<file path="src/rtl/keypad_emulador.sv">
// keypad_emulador: replays queued key codes as timed presses toward a row scanner.
// Define KEYPAD_BOUNCE_EN to add LFSR-driven contact bounce at the start of each press.
module keypad_emulador #(
    parameter int HOLD_CYCLES   = 2000000,
    parameter int GAP_CYCLES    = 1000000,
    parameter int DEPTH         = 8,
    parameter int BOUNCE_CYCLES = 50000
) (
    input  logic                     clk,
    input  logic                     rst,
    input  logic                     push_valid,
    input  logic [3:0]               push_key,
    output logic                     push_ready,
    input  logic [3:0]               fila,
    output logic [3:0]               columna,
    output logic                     pressed,
    output logic [3:0]               key_actual,
    output logic                     busy,
    output logic [$clog2(DEPTH):0]   count
);

    localparam int AW   = $clog2(DEPTH);
    localparam int MAXC = (HOLD_CYCLES > GAP_CYCLES) ? HOLD_CYCLES : GAP_CYCLES;
    localparam int TW   = $clog2(MAXC + 1);

    localparam logic [TW-1:0] HOLD_LD = TW'(HOLD_CYCLES - 1);
    localparam logic [TW-1:0] GAP_LD  = TW'(GAP_CYCLES - 1);
    localparam logic [AW:0]   FULL_CNT = (AW+1)'(DEPTH);

    typedef enum logic [1:0] {
        S_IDLE,
        S_PRESS,
        S_RELEASE
    } state_t;

    state_t          state_q, state_d;
    logic [TW-1:0]   timer_q, timer_d;
    logic [3:0]      key_q, key_d;
    logic [AW:0]     wr_ptr_q, wr_ptr_d;
    logic [AW:0]     rd_ptr_q, rd_ptr_d;
    logic [3:0]      mem_q [DEPTH];
    logic [3:0]      head;
    logic            pop;
    logic            do_push;
    logic            full;
    logic            contact;

    assign count      = wr_ptr_q - rd_ptr_q;
    assign full       = (count == FULL_CNT);
    // A pop in the same cycle frees a slot, so a full FIFO can still accept.
    assign push_ready = !full || pop;
    assign do_push    = push_valid && push_ready;
    assign head       = mem_q[rd_ptr_q[AW-1:0]];

    assign pressed    = (state_q == S_PRESS);
    assign key_actual = key_q;
    assign busy       = (state_q != S_IDLE) || (count != '0);

    always_comb begin
        state_d = state_q;
        timer_d = timer_q;
        key_d   = key_q;
        pop     = 1'b0;
        unique case (state_q)
            S_IDLE: begin
                if (count != '0) begin
                    pop     = 1'b1;
                    key_d   = head;
                    timer_d = HOLD_LD;
                    state_d = S_PRESS;
                end
            end
            S_PRESS: begin
                if (timer_q == '0) begin
                    timer_d = GAP_LD;
                    state_d = S_RELEASE;
                end else begin
                    timer_d = timer_q - TW'(1);
                end
            end
            S_RELEASE: begin
                if (timer_q == '0) begin
                    if (count != '0) begin
                        pop     = 1'b1;
                        key_d   = head;
                        timer_d = HOLD_LD;
                        state_d = S_PRESS;
                    end else begin
                        state_d = S_IDLE;
                    end
                end else begin
                    timer_d = timer_q - TW'(1);
                end
            end
            default: begin
                state_d = S_IDLE;
            end
        endcase
    end

    always_comb begin
        wr_ptr_d = wr_ptr_q;
        rd_ptr_d = rd_ptr_q;
        if (do_push) begin
            wr_ptr_d = wr_ptr_q + (AW+1)'(1);
        end
        if (pop) begin
            rd_ptr_d = rd_ptr_q + (AW+1)'(1);
        end
    end

    always_ff @(posedge clk or posedge rst) begin
        if (rst) begin
            state_q  <= S_IDLE;
            timer_q  <= '0;
            key_q    <= 4'h0;
            wr_ptr_q <= '0;
            rd_ptr_q <= '0;
        end else begin
            state_q  <= state_d;
            timer_q  <= timer_d;
            key_q    <= key_d;
            wr_ptr_q <= wr_ptr_d;
            rd_ptr_q <= rd_ptr_d;
        end
    end

    // Storage needs no reset: the pointers define which entries are live.
    always_ff @(posedge clk) begin
        if (do_push) begin
            mem_q[wr_ptr_q[AW-1:0]] <= push_key;
        end
    end

`ifdef KEYPAD_BOUNCE_EN
    localparam int BW = (BOUNCE_CYCLES > 0) ? $clog2(BOUNCE_CYCLES + 1) : 1;
    localparam logic [BW-1:0] BOUNCE_LEN = BW'(BOUNCE_CYCLES);

    logic [15:0]   lfsr_q, lfsr_d;
    logic [BW-1:0] bcnt_q, bcnt_d;

    always_comb begin
        lfsr_d = {lfsr_q[0] ^ lfsr_q[2] ^ lfsr_q[3] ^ lfsr_q[5], lfsr_q[15:1]};
        bcnt_d = bcnt_q;
        if (pop) begin
            bcnt_d = '0;
        end else if (bcnt_q < BOUNCE_LEN) begin
            bcnt_d = bcnt_q + BW'(1);
        end
    end

    always_ff @(posedge clk or posedge rst) begin
        if (rst) begin
            lfsr_q <= 16'hACE1;
            bcnt_q <= '0;
        end else begin
            lfsr_q <= lfsr_d;
            bcnt_q <= bcnt_d;
        end
    end

    assign contact = pressed && ((bcnt_q >= BOUNCE_LEN) || lfsr_q[0]);
`else
    logic unused_bounce;
    assign unused_bounce = (BOUNCE_CYCLES > 0);
    assign contact       = pressed;
`endif

    // Switch model: only the held key's own row and column interact.
    always_comb begin
        columna = 4'hF;
        if (contact && !fila[key_q[3:2]]) begin
            columna[key_q[1:0]] = 1'b0;
        end
    end

endmodule

</file>
<file path="config.mk">
export PLATFORM = sky130hd
export DESIGN_NAME = keypad_emulador
export DESIGN_NICKNAME = d
export VERILOG_FILES = /design/src/rtl/keypad_emulador.sv
export SDC_FILE = /design/constraint.sdc
export NUM_CORES = 1
export LEC_CHECK = 0
export ABC_AREA = 1
export BUFFER_PORTS_ARGS = -buffer_cell sky130_fd_sc_hd__buf_2
export CORE_UTILIZATION = 50
export DETAILED_ROUTE_END_ITERATION = 7
export GPL_TIMING_DRIVEN = 0
export PLACE_DENSITY = 0.74
export SETUP_SLACK_MARGIN = 0.15
export SLEW_MARGIN = 30
export SYNTH_ARGS = -nofsm -noshare
export SYNTH_HDL_FRONTEND = slang
export SYNTH_SLANG_ARGS = --single-unit
</file>
<file path="constraint.sdc">
create_clock -name clk -period 3.45 [get_ports clk]
set_input_delay 0.5175 -clock clk [delete_from_list [all_inputs] [get_ports clk]]
set_output_delay 0.5175 -clock clk [all_outputs]
set_load 0.01 [all_outputs]
</file>
==> results by group <==
Power and ir drop
  • PwrDens: slightly above 900 nW/µm²
  • LEAKAGE: 1.95 nW
  • IR drop worst, VDD: 0.000637 V
  • Overall power: 4.10 mW

Layout
  • Antenna cell count: 0
  • Final core utilization: between 50% and 60%
  • Layout Nets: between 500 and 600
  • Ratio of cells with drive above 1 in the final layout: 15.8%
  • P&R area growth vs syn: 11.4%
  • Cell Count, Final, Fillers Out: 618

Critical path
  • Setup crit end kind: output port
  • Flop2flop setup slack: 0.49 ns
  • Arrival time worst endpoint: 2.66 ns
  • Max stage delay on crit path: 0.48 ns
  • Crit-path leading delay family: simple AND/OR/NAND/NOR gates
  • Setup crit start kind: flop
  • Crit path launch: wr_ptr_q[0]$_DFFE_PP0P_
  • Crit-path cells: inv_1 -> ha_1 -> inv_1 -> fa_1 -> or2_2 -> nor2_4 -> nand2_4 -> inv_1 -> nand2_1 -> buf_2
  • Worst reg2reg path startpoint: wr_ptr_q[0]$_DFFE_PP0P_
  • Crit-path most repeated cell: inv_1
  • WP data required: 2.93 ns
  • CP max-delay cell: fa_1
  • CP max FO: 9
  • CP Buf/Inv Count: 4
  • Crit path kind: flop to output port

Clock network
  • TritonCTS Buffers: 9
  • H-tree depth: 3
  • Clock Path Buffers: 2
  • Root buffer cell: clkbuf_8
  • Clock Pin Slew Worst Setup and Hold Paths: approximately 0.090 ns
  • Hold buffer count at cts: 0
  • CTS tree: done
  • Worst-Skew Late Latency: 0.35 ns
  • Clk sink count: 67

STA
  • Setup WS post-layout: 0.275 ns
  • RSZ-0062 raised after global routing: no
  • Actual slew at the worst max-slew pin: 0.795 ns
  • Fmax: 315 MHz
  • Setup TNS: 0 ns
  • Max transition margin: 46.6%
  • Setup Skew: 0.0111 ns
  • Pins Over Slew Limit: 0
  • Minimum clock period: 3.17 ns
  • Final period util: 92.0%
  • Endpoints failing hold: 0
  • Setup violators final: 0

Global routing
  • Largest net degree at the start of global routing: 36
  • Vias in the first global route: 3102
  • Initial antenna violation count: 0
  • Remaining Overflow, GRT: 0
  • First-pass GRT wire length: 14.7 mm
  • Gr usage total: roughly 23%

Yosys
  • Synth Instances: 476
  • Syn Area/Cell: 8.27 µm²
  • Primary FF master, synth: dfrtp_1
  • Synthesized area: 3940 µm²
  • Post-synth net total: 498
  • Area leader, netlist: edfxtp_1
  • Top post-synthesis cells by area: edfxtp_1, dfrtp_1, nand2_1, nor2_1, o21ai_0
  • Synth Warn #: 0
  • Ys async rst share: a little over half
  • Top post-synthesis cells by count: nand2_1, nor2_1, inv_1, o21ai_0, dfrtp_1
  • Top cell type's share of synthesized area: 24.4%
  • Synth cell types: 38
  • Number of synthesized flops with an enable pin: 32
  • #FFs+latches synth: 67
  • Most frequent cell after synthesis: nand2_1
  • Sequential area share after synthesis: 46.7%

Status
  • Status: completed

Routing
  • Pre-Repair DR Iteration Count: 5
  • DRT iter0 DRCs: 156
  • Post-DR vias/cell: 5.31
  • Wire length per cell: about 14 µm
  • Vias: approximately 3300
  • Remaining DRCs: 0
  • Routed Antenna Nets: 0
  • Total Wirelength: 8.60 mm

Place
  • Placer Congestion: around 0.9
  • Pre-CTS WS: 0.235 ns
  • IO Port Bufs: 25
  • HPWL after DPL: 6.39 mm
  • Inst Count DP: 600

Floorplan
  • Die width: a little over 90 µm
  • I/O pin count: 26
  • Die Span Y: 90.7 µm
  • Full die area: 8230 µm²
  • Initial Utilization: 52.9%
  • Total core area: ~7400 µm²
  • Row cnt: 31

Hold path
  • Min-delay worst type: input pin to asynchronous set/reset pin

Flow run
  • Max-cap check violation count: 0
registers in the layout, summed over array words and instances, names as in the netlist:
signal,count
wr_ptr_q,4
rd_ptr_q,4
key_actual,4
timer_q,21
state_q,2
mem_q,32
what timing repair did:
action | 4_1_cts | 5_1_grt
gates resized for setup | 2 | 1
setup endpoints to repair | 2 | 1
buffers inserted | 0 | 2
pin swaps | 0 | 1
per-layer routing:
layer  part of all wire, %  GRT usage [%]  wire length [µm]  vias up
met5                     0              0                 0        -
met4                   2.9           11.3               248        0
met3                   4.5           5.22               388       25
met2                    49           38.3              4240       90
met1                    43           27.5              3720     1525
li1                      -              -                 -     1639
cells by family (layout without fill, tap and decap cells):
group           Yosys count  after routing  share of synthesized area [%]
buf+inv                  65            108                           6.58
xor+xnor                 13             13                           2.89
compound gates           72             72                           9.92
simple gates            248            248                           30.3
flops                    67             67                           46.7
fa+ha+maj                11             11                           3.69
area by class of cell:
cell class / instances / area [µm²]
Fill cell: 705 / 3060
Multi-Input combinational cell: 344 / 1840
Sequential cell: 67 / 1840
Inverter: 56 / 216
Timing Repair Buffer: 27 / 140
Clock buffer: 9 / 124
Tap cell: 99 / 124
Clock inverter: 7 / 57.6
Buffer: 9 / 46.3
stage by stage:
stage               hold slack [ns]  instance area [µm²]
floorplan                     0.462                 3940
global placement              0.484                 4190
detailed placement            0.487                 4190
CTS                           0.321                 4370
global route                  0.357                 4390
finish                        0.296                 4390
layout by cell type (no fill, tap or decap), types with 6 or more instances in the layout:
cell / instances
buf_2: 28
nor2_1: 62
nor3_1: 7
clkbuf_8: 9
nand3_1: 28
o21ai_0: 40
ha_1: 10
xor2_1: 10
nand2_1: 116
o21ai_1: 11
a21oi_1: 6
dfrtp_1: 35
edfxtp_1: 32
o22ai_1: 8
inv_1: 51
path summary, 6_finish.rpt:
| kind | endpoint | cells after the start |
|---|---|---|
| min in group clk | mem_q[3][3]$_DFFE_PP_ | 1 |
| max in group asynchronous | rd_ptr_q[1]$_DFFE_PP0P_ | 2 |
| worst max register to register | mem_q[3][2]$_DFFE_PP_ | 10 |
| worst min-delay path | timer_q[8]$_DFFE_PP0P_ | 2 |
| worst min register to register | wr_ptr_q[3]$_DFFE_PP0P_ | 2 |
| worst max-delay path | busy | 10 |
power breakdown:
part / internal (mW) / total, mW / leakage (nW) / switching [mW]
sequential: 1.07 / 1.25 / 0.716 / 0.181
combinational: 0.765 / 2.23 / 1.15 / 1.47
clock: 0.272 / 0.617 / 0.0886 / 0.345
total: 2.10 / 4.10 / 1.95 / 2.00
worst reg2reg max path: stages, from the launching register on:
cell,delay (ns)
dfrtp_1,0.42
inv_1,0.17
ha_1,0.17
inv_1,0.05
fa_1,0.37
xor2_1,0.31
nor2_4,0.09
buf_4,0.15
nand4_4,0.13
nand2_4,0.10
nor3_1,0.63
Power figures use the tool's default switching activity.
